[config.mk]
export PLATFORM = sky130hd
export DESIGN_NAME = vram_arbiter
export DESIGN_NICKNAME = d
export VERILOG_FILES = /design/src/rtl/vram_pkg.sv /design/src/rtl/vram_write_buffer.sv /design/src/rtl/vram_arbiter.sv
export SDC_FILE = /design/constraint.sdc
export NUM_CORES = 1
export LEC_CHECK = 0
export CORE_ASPECT_RATIO = 1.4
export CORE_MARGIN = 5
export CORE_UTILIZATION = 30
export CTS_CLUSTER_SIZE = 28
export DETAILED_ROUTE_END_ITERATION = 7
export HOLD_SLACK_MARGIN = 0.12
export PLACE_DENSITY = 0.73
export REMOVE_ABC_BUFFERS = 1
export SYNTH_ARGS = -nofsm -noshare
export SYNTH_HDL_FRONTEND = slang
export SYNTH_SLANG_ARGS = --single-unit
[constraint.sdc]
create_clock -name clk -period 3.7 [get_ports clk]
set_input_delay 0.74 -clock clk [delete_from_list [all_inputs] [get_ports clk]]
set_output_delay 0.74 -clock clk [all_outputs]
set_load 0.01 [all_outputs]
[src/rtl/vram_pkg.sv]
// Shared types for the video RAM arbiter.
// Optional posted-write buffer: VRAM_WRITE_BUFFER_EN.
package vram_pkg;

  localparam int VRAM_ADDR_W = 13;
  localparam int VRAM_DATA_W = 8;

  typedef enum logic [1:0] {
    TAG_NONE = 2'd0,
    TAG_VID  = 2'd1,
    TAG_CPU  = 2'd2
  } tag_e;

  typedef enum logic [1:0] {
    C_IDLE = 2'd0,
    C_RD1  = 2'd1,
    C_RD2  = 2'd2,
    C_WR   = 2'd3
  } cstate_e;

endpackage

[src/rtl/vram_write_buffer.sv]
// One-entry posted CPU write buffer.
// Only instantiated when VRAM_WRITE_BUFFER_EN is defined.
module vram_write_buffer
  import vram_pkg::*;
#(
  parameter int ADDR_W = VRAM_ADDR_W,
  parameter int DATA_W = VRAM_DATA_W
) (
  input  logic              clk,
  input  logic              reset,
  input  logic              load_i,
  input  logic [ADDR_W-1:0] addr_i,
  input  logic [DATA_W-1:0] wdata_i,
  input  logic              drain_i,
  output logic              full_o,
  output logic [ADDR_W-1:0] addr_o,
  output logic [DATA_W-1:0] wdata_o
);

  logic              full_q, full_d;
  logic [ADDR_W-1:0] addr_q, addr_d;
  logic [DATA_W-1:0] wdata_q, wdata_d;

  always_comb begin
    full_d  = full_q;
    addr_d  = addr_q;
    wdata_d = wdata_q;
    if (load_i) begin
      full_d  = 1'b1;
      addr_d  = addr_i;
      wdata_d = wdata_i;
    end else if (drain_i) begin
      full_d = 1'b0;
    end
  end

  always_ff @(posedge clk) begin
    if (reset) begin
      full_q  <= 1'b0;
      addr_q  <= '0;
      wdata_q <= '0;
    end else begin
      full_q  <= full_d;
      addr_q  <= addr_d;
      wdata_q <= wdata_d;
    end
  end

  assign full_o  = full_q;
  assign addr_o  = addr_q;
  assign wdata_o = wdata_q;

endmodule

[src/rtl/vram_arbiter.sv]
// Video RAM arbiter: video fetch priority, CPU req/ack.
// Define VRAM_WRITE_BUFFER_EN for the posted write buffer.
module vram_arbiter
  import vram_pkg::*;
#(
  parameter int ADDR_W = VRAM_ADDR_W,
  parameter int DATA_W = VRAM_DATA_W
) (
  input  logic              clk,
  input  logic              reset,
  input  logic              vid_req_i,
  input  logic [ADDR_W-1:0] vid_addr_i,
  output logic [DATA_W-1:0] vid_data_o,
  output logic              vid_valid_o,
  input  logic              cpu_req_i,
  input  logic              cpu_we_i,
  input  logic [ADDR_W-1:0] cpu_addr_i,
  input  logic [DATA_W-1:0] cpu_wdata_i,
  output logic [DATA_W-1:0] cpu_rdata_o,
  output logic              cpu_ack_o,
  output logic [ADDR_W-1:0] ram_addr_o,
  output logic              ram_we_o,
  output logic [DATA_W-1:0] ram_wdata_o,
  input  logic [DATA_W-1:0] ram_rdata_i
);

  cstate_e           state_q, state_d;
  tag_e              tag1_q, tag1_d;
  tag_e              tag2_q;
  logic [ADDR_W-1:0] ram_addr_q, ram_addr_d;
  logic              ram_we_q, ram_we_d;
  logic [DATA_W-1:0] ram_wdata_q, ram_wdata_d;
  logic [DATA_W-1:0] vid_data_q, vid_data_d;
  logic              vid_valid_q, vid_valid_d;
  logic [DATA_W-1:0] cpu_rdata_q, cpu_rdata_d;
  logic              cpu_ack_q, cpu_ack_d;

  logic              cpu_ok;
  logic              buf_full;
  logic              buf_load;
  logic              buf_drain;

`ifdef VRAM_WRITE_BUFFER_EN
  logic [ADDR_W-1:0] buf_addr;
  logic [DATA_W-1:0] buf_wdata;

  vram_write_buffer #(
    .ADDR_W (ADDR_W),
    .DATA_W (DATA_W)
  ) u_wbuf (
    .clk     (clk),
    .reset   (reset),
    .load_i  (buf_load),
    .addr_i  (cpu_addr_i),
    .wdata_i (cpu_wdata_i),
    .drain_i (buf_drain),
    .full_o  (buf_full),
    .addr_o  (buf_addr),
    .wdata_o (buf_wdata)
  );
`else
  assign buf_full = 1'b0;
`endif

  // New CPU work waits for a full buffer to drain (keeps order).
  assign cpu_ok = (state_q == C_IDLE) && cpu_req_i && !buf_full;

  always_comb begin
    ram_addr_d  = ram_addr_q;
    ram_we_d    = 1'b0;
    ram_wdata_d = ram_wdata_q;
    tag1_d      = TAG_NONE;
    buf_drain   = 1'b0;
    if (vid_req_i) begin
      ram_addr_d = vid_addr_i;
      tag1_d     = TAG_VID;
`ifdef VRAM_WRITE_BUFFER_EN
    end else if (buf_full) begin
      ram_addr_d  = buf_addr;
      ram_we_d    = 1'b1;
      ram_wdata_d = buf_wdata;
      buf_drain   = 1'b1;
`endif
    end else if (cpu_ok) begin
      ram_addr_d = cpu_addr_i;
      if (cpu_we_i) begin
        ram_we_d    = 1'b1;
        ram_wdata_d = cpu_wdata_i;
      end else begin
        tag1_d = TAG_CPU;
      end
    end
  end

  always_comb begin
    state_d   = state_q;
    cpu_ack_d = 1'b0;
    buf_load  = 1'b0;
    unique case (state_q)
      C_IDLE: begin
        if (cpu_ok && !vid_req_i) begin
          state_d = cpu_we_i ? C_WR : C_RD1;
        end else if (cpu_ok && cpu_we_i) begin
`ifdef VRAM_WRITE_BUFFER_EN
          buf_load = 1'b1;
          state_d  = C_WR;
`endif
        end
      end
      C_RD1: state_d = C_RD2;
      C_RD2: begin
        state_d   = C_IDLE;
        cpu_ack_d = 1'b1;
      end
      C_WR: begin
        state_d   = C_IDLE;
        cpu_ack_d = 1'b1;
      end
      default: state_d = C_IDLE;
    endcase
  end

  // tag2_q names the owner of the data on ram_rdata_i now.
  always_comb begin
    vid_data_d  = vid_data_q;
    vid_valid_d = 1'b0;
    cpu_rdata_d = cpu_rdata_q;
    unique case (tag2_q)
      TAG_VID: begin
        vid_data_d  = ram_rdata_i;
        vid_valid_d = 1'b1;
      end
      TAG_CPU: cpu_rdata_d = ram_rdata_i;
      default: ;
    endcase
  end

  always_ff @(posedge clk) begin
    if (reset) begin
      state_q     <= C_IDLE;
      tag1_q      <= TAG_NONE;
      tag2_q      <= TAG_NONE;
      ram_addr_q  <= '0;
      ram_we_q    <= 1'b0;
      ram_wdata_q <= '0;
      vid_data_q  <= '0;
      vid_valid_q <= 1'b0;
      cpu_rdata_q <= '0;
      cpu_ack_q   <= 1'b0;
    end else begin
      state_q     <= state_d;
      tag1_q      <= tag1_d;
      tag2_q      <= tag1_q;
      ram_addr_q  <= ram_addr_d;
      ram_we_q    <= ram_we_d;
      ram_wdata_q <= ram_wdata_d;
      vid_data_q  <= vid_data_d;
      vid_valid_q <= vid_valid_d;
      cpu_rdata_q <= cpu_rdata_d;
      cpu_ack_q   <= cpu_ack_d;
    end
  end

  assign ram_addr_o  = ram_addr_q;
  assign ram_we_o    = ram_we_q;
  assign ram_wdata_o = ram_wdata_q;
  assign vid_data_o  = vid_data_q;
  assign vid_valid_o = vid_valid_q;
  assign cpu_rdata_o = cpu_rdata_q;
  assign cpu_ack_o   = cpu_ack_q;

endmodule

==> results of run 1 <==
-- state kept, by name, indices dropped and copies added (netlist names) --
name / flops
tag2_q: 2
vid_data_o: 8
ram_wdata_o: 8
cpu_ack_o: 1
ram_we_o: 1
state_q: 2
cpu_rdata_o: 8
vid_valid_o: 1
tag1_q: 2
ram_addr_o: 13
-- synth_stat cells (all sizes together) --
library cell | n | share of area (%)
a21oi | 8 | 2.2
buf | 11 | 4.1
o21a | 1 | 0.42
nor2b | 6 | 2.1
nor3b | 2 | 1.5
nor2 | 10 | 2.1
nand2b | 18 | 6.2
and2b | 1 | 0.42
and3b | 1 | 0.48
a211oi | 13 | 5.7
nand2 | 16 | 3.3
dfxtp | 46 | 51
clkbuf | 3 | 0.62
nor3 | 13 | 3.6
mux2i | 29 | 16
or2 | 1 | 0.35
-- worst paths after layout --
kind | from | to | slack [ns] | cells after the start
setup / recovery | cpu_req_i | ram_wdata_o[1] | 1.32 | 4
hold / removal | tag1_q[0] | tag2_q[0] | 0.44 | 1
setup reg to reg | state_q[1] | ram_wdata_o[1] | 1.88 | 3
hold reg to reg | tag1_q[0] | tag2_q[0] | 0.44 | 1
-- power groups by stage --
stage | registers, mW | clock network (mW) | logic (mW)
after floorplan | 0.550 | 0 | 0.0487
after global placement | 0.540 | 0 | 0.171
after detailed placement | 0.541 | 0 | 0.172
after CTS | 0.530 | 0.325 | 0.173
after global routing | 0.532 | 0.342 | 0.185
final | 0.529 | 0.311 | 0.169
-- cell type report --
| cell class | count | area (sq um) |
|---|---|---|
| Clock inverter | 1 | 5.00 |
| Multi-Input combinational cell | 119 | 802 |
| Sequential cell | 46 | 921 |
| Fill cell | 567 | 3100 |
| Clock buffer | 7 | 86.3 |
| Tap cell | 70 | 87.6 |
| Timing Repair Buffer | 87 | 863 |
-- cell families after synthesis --
logic type | share of synthesized area [%]
compound gates | 8.30
simple gates | 20.0
buf+inv | 4.77
flops | 50.9
mux | 16.0
-- worst max-delay path, delay by kind of cell --
kind,cells,cell delay [ns]
AND/OR/NAND/NOR,2,1.15
buffers and inverters,1,0.46
multiplexers,1,0.24
-- per-stage QoR --
step                cells  utilization (%)  hold slack (ns)  total power [mW]
floorplan             165                -            0.414             0.599
global placement      322             45.6            0.420             0.711
detailed placement    322             45.6            0.424             0.713
CTS                   330             47.2            0.444              1.03
global route          330             47.2            0.469              1.06
finish                330             47.2            0.438              1.01
-- per-layer routing --
layer	vias to the layer above	GRT usage (%)	wire, um
li1	765	-	-
met1	657	12.5	1660
met2	50	19.4	2100
met3	5	4.33	353
met4	0	3.50	51
met5	-	0	0
==> summary.md, run 1 <==
| Metric | Value |
|---|---|
| Status | `completed` |
| Root buffer cell | `clkbuf_8` |
| Slew HR | `~45%` |
| Critical path class | `in2reg` |
| Sink Count | `between 40 and 50` |
| Die height | `roughly 100 um` |
| First-pass GRT wire length | `between 6000 and 7000 um` |
| Worst skew pair latency | `0.29 ns` |
| CP arrival | `about 2.6 ns` |
| Design area | `2770 sq um` |
| Nets | `roughly 300` |
| Tmin final | `approximately 2.4 ns` |
| Via Count | `roughly 1.5k` |
| Switching power | `0.237 mW` |
| Place WS | `about 0.99 ns` |
| Synth Instances | `between 150 and 200` |
| CTS clk-pin slew, worst paths | `roughly 0.08 ns` |
| Post-CTS setup buffer count | `0` |
| Diode count | `0` |
| Starting Density | `30.9%` |
| GRT Overall Usage | `~11%` |
| Sw Share | `23.4%` |
| Distinct cells, synth | `21` |
| Largest net degree at the start of global routing | `54` |
| Antenna violations before repair | `0` |
| First-iteration detailed-routing DRC count | `34` |
| Final period util | `between 60 and 70%` |
| Final Setup Violations | `0` |
| Final hold vios | `0` |
| Initial DRT Pass Iterations | `2` |
| Slowest-stage cell, CP | `and3b_1` |
| Layout area overhead | `52.8%` |
| Leak | `around 1.1 nW` |
| Port Buf Inserts | `86` |
| Worst path required time | `3.92 ns` |
| Share of cells above drive strength 1 | `under 10%` |
| Residual DRC | `0` |
| Fin Clk Skew | `0.00764 ns` |
| Part of the power in registers | `~52%` |
| Tightest Hold Check Type | `reg2reg` |
| Commonest non-fill, non-tap cell in the layout | `clkdlybuf4s50_1` |
| RD Place Congestion | `between 0.6 and 0.7` |
| H-tree depth | `2` |
| Fmax | `420 MHz` |
| GR Overflow Total | `0` |
| CP max stage delay | `0.60 ns` |
| Final slew viol count | `0` |
| Clock power frac | `between 30% and 40%` |
| Cell Area, Synth | `~1800 sq um` |
| Most frequent cells in the layout | `clkdlybuf4s50_1 (85), dfxtp_1 (46), mux2i_1 (29)` |
| Setup tns final | `0 ns` |
| Vias in the first global route | `about 1.5k` |
| Power Density | `365 nW/um^2` |
| RSZ-0062 raised after global routing | `false` |
| Die area | `roughly 7700 sq um` |
| Cell Int Power | `0.773 mW` |
| Yosys warns | `0` |
| Die X | `around 76 um` |
| Post-DR vias/cell | `4.48` |
| Worst-margin pin slew | `roughly 0.83 ns` |
| Clk buf depth | `2` |
| Row Count | `33` |
| Num CTS Buffers | `5` |
| DRT Wirelength | `~4200 um` |
| Worst setup margin | `around 1.3 ns` |
| Seq/Total Area, Yosys | `50.9%` |
| WL/cell | `between 10 and 15 um` |
| Avg Synthesized Cell Area | `between 10 and 15 sq um` |
| DP HPWL | `roughly 3100 um` |
| CP Launch Type | `input port` |
| CTS tree | `yes` |
| Combinational Power Share | `between 10% and 20%` |
| Max_cap viols | `0` |
| Resize count post-CTS | `0` |
| Placed Area | `2670 sq um` |
| Post-cts hold buffer count | `0` |
| Worst vdd ir | `just over 0.0002 V` |
| Post-DRT Antenna Nets | `0` |
| Ports | `87` |
| CP Max Fanout | `16` |
| Setup crit end kind | `register` |
| CP cell instances | `clkdlybuf4s50_1 > nor3b_4 > and3b_1 > mux2i_1` |
| Core area | `between 5000 and 6000 sq um` |
| Flop and latch count out of synthesis | `46` |
(Power assumes the default switching activity.)
==> run 2, diff against run 1 <==
==> constraint.sdc (replaced) <==
create_clock -name clk -period 2.35 [get_ports clk]
set_input_delay 0.47 -clock clk [delete_from_list [all_inputs] [get_ports clk]]
set_output_delay 0.47 -clock clk [all_outputs]
set_load 0.01 [all_outputs]
==> run 2 against run 1 <==
Against the previous run: core utilization rose by 1.0 points; critical endpoint is now ram_addr_o[8]; final cell count up 1.2%; highest routed layer unchanged; via count rose by 1.6%; first-iteration DRC count is 26% lower; critical path depth shrank 1; largest cell class unchanged.
==> summary.md, run 2 (synthesis gave the netlist of run 1 again) <==
| Metric | Value |
|---|---|
| Leak | `between 1 and 1.5 nW` |
| Commonest non-fill, non-tap cell in the layout | `clkdlybuf4s50_1` |
| Slew HR | `58.6%` |
| Final Setup Violations | `0` |
| DP Cell Count | `between 300 and 400` |
| Worst vdd ir | `between 0.0003 and 0.0004 V` |
| Core area | `5860 sq um` |
| Num CTS Buffers | `5` |
| RD Place Congestion | `approximately 0.74` |
| DP HPWL | `roughly 3300 um` |
| Resize count post-CTS | `0` |
| Ports | `between 80 and 90` |
| RSZ-0062 raised after global routing | `false` |
| Nets | `around 310` |
| Max_cap viols | `0` |
| First-iteration detailed-routing DRC count | `25` |
| Port Buf Inserts | `86` |
| Status | `completed` |
| Post-DRT Antenna Nets | `0` |
| Setup crit end kind | `register` |
| Initial DRT Pass Iterations | `4` |
| Die area | `7710 sq um` |
| Final slew viol count | `0` |
| Number of flip-flops in the largest register | `13` |
| WL/cell | `between 10 and 15 um` |
| CP arrival | `between 1.5 and 2 ns` |
| Total power | `~1.7 mW` |
| Final Instance Count excl. Fillers | `334` |
| Placed Area | `approximately 2700 sq um` |
| Post-DR vias/cell | `4.49` |
| CP Max Fanout | `13` |
| CP Launch Type | `input port` |
| Share of cells above drive strength 1 | `under 10%` |
| Tightest Hold Check Type | `reg2reg` |
| Vias in the first global route | `approximately 1.5k` |
| Layout area overhead | `56.1%` |
| Die X | `between 70 and 80 um` |
| Worst path required time | `about 2.6 ns` |
| Diode count | `0` |
| Grt met3 use | `under 10%` |
| M2 GR Usage | `between 10% and 20%` |
| Via Count | `1500` |
| H-tree depth | `2` |
| Post-cts hold buffer count | `0` |
| Largest net degree at the start of global routing | `42` |
| Busiest layer in global routing | `met2` |
| Fin Clk Skew | `~0.0076 ns` |
| CTS clk-pin slew, worst paths | `~0.080 ns` |
| Clk buf depth | `2` |
| Post-CTS setup buffer count | `0` |
| Starting Density | `a little under a third` |
| Worst-margin pin slew | `between 0.6 and 0.7 ns` |
| Residual DRC | `0` |
| GRT met1 Usage | `a little over an eighth` |
| Sink Count | `between 40 and 50` |
| First-pass GRT wire length | `a little under 7000 um` |
| GR Overflow Total | `0` |
| Setup tns final | `0 ns` |
| R2r setup slk | `1.07 ns` |
| Row Count | `33` |
| # fillers | `559` |
| Final period util | `~72%` |
| Root buffer cell | `clkbuf_8` |
| Power Density | `~600 nW/um^2` |
| Most frequent cells in the layout | `clkdlybuf4s50_1 (85), dfxtp_1 (46), mux2i_1 (29)` |
| Worst skew pair latency | `between 0.2 and 0.3 ns` |
| Antenna violations before repair | `0` |
| Final hold vios | `0` |
| DRT Wirelength | `~4300 um` |
| Design area | `roughly 2800 sq um` |
| Die height | `between 100 and 150 um` |
| Fmax | `between 500 and 600 MHz` |
| Tmin final | `~1.7 ns` |
| Critical path class | `in2reg` |
| CTS tree | `yes` |
| GRT Overall Usage | `11.6%` |
-- run 2: report_power, final --
| part | total (mW) | leakage (nW) | internal [mW] | switching, mW |
|---|---|---|---|---|
| logic | 0.274 | 0.671 | 0.170 | 0.104 |
| registers | 0.834 | 0.376 | 0.815 | 0.0190 |
| clock network | 0.587 | 0.0573 | 0.340 | 0.247 |
| total | 1.70 | 1.10 | 1.33 | 0.370 |
-- run 2: final timing paths --
check | start | endpoint | cells past startpoint
hold reg to reg | tag1_q[1] | tag2_q[1] | 1
hold / removal | tag1_q[1] | tag2_q[1] | 1
setup reg to reg | state_q[1] | ram_addr_o[8] | 3
setup / recovery | vid_req_i | ram_addr_o[8] | 3
-- run 2: metal layers --
metal / up-vias / routed length, um
li1: 775 / -
met1: 667 / 1720
met2: 54 / 2140
met3: 4 / 348
met4: 0 / 42
met5: - / 0
-- run 2: layout make-up --
class,instances,area (sq um),area share (%)
clock buffers,6,82.6,2.92
clock inverters,1,30.0,1.06
multi-input cells,119,802,28.4
flip-flops and latches,46,921,32.6
well taps,70,87.6,3.10
repair buffers,92,901,31.9
-- run 2: critical path, stage by stage --
cell and delay, ns:
clkdlybuf4s50_1 0.64, or2_1 0.51, a211oi_1 0.27
-- run 2: metrics by stage --
stage | setup slack [ns] | utilization, % | hold WS (ns)
2_1_floorplan | 0.719 | - | 0.414
3_3_place_gp | 0.350 | 46.2 | 0.423
3_5_place_dp | 0.307 | 46.2 | 0.429
4_1_cts | 0.645 | 48.2 | 0.450
5_1_grt | 0.533 | 48.2 | 0.471
6_report | 0.657 | 48.2 | 0.447
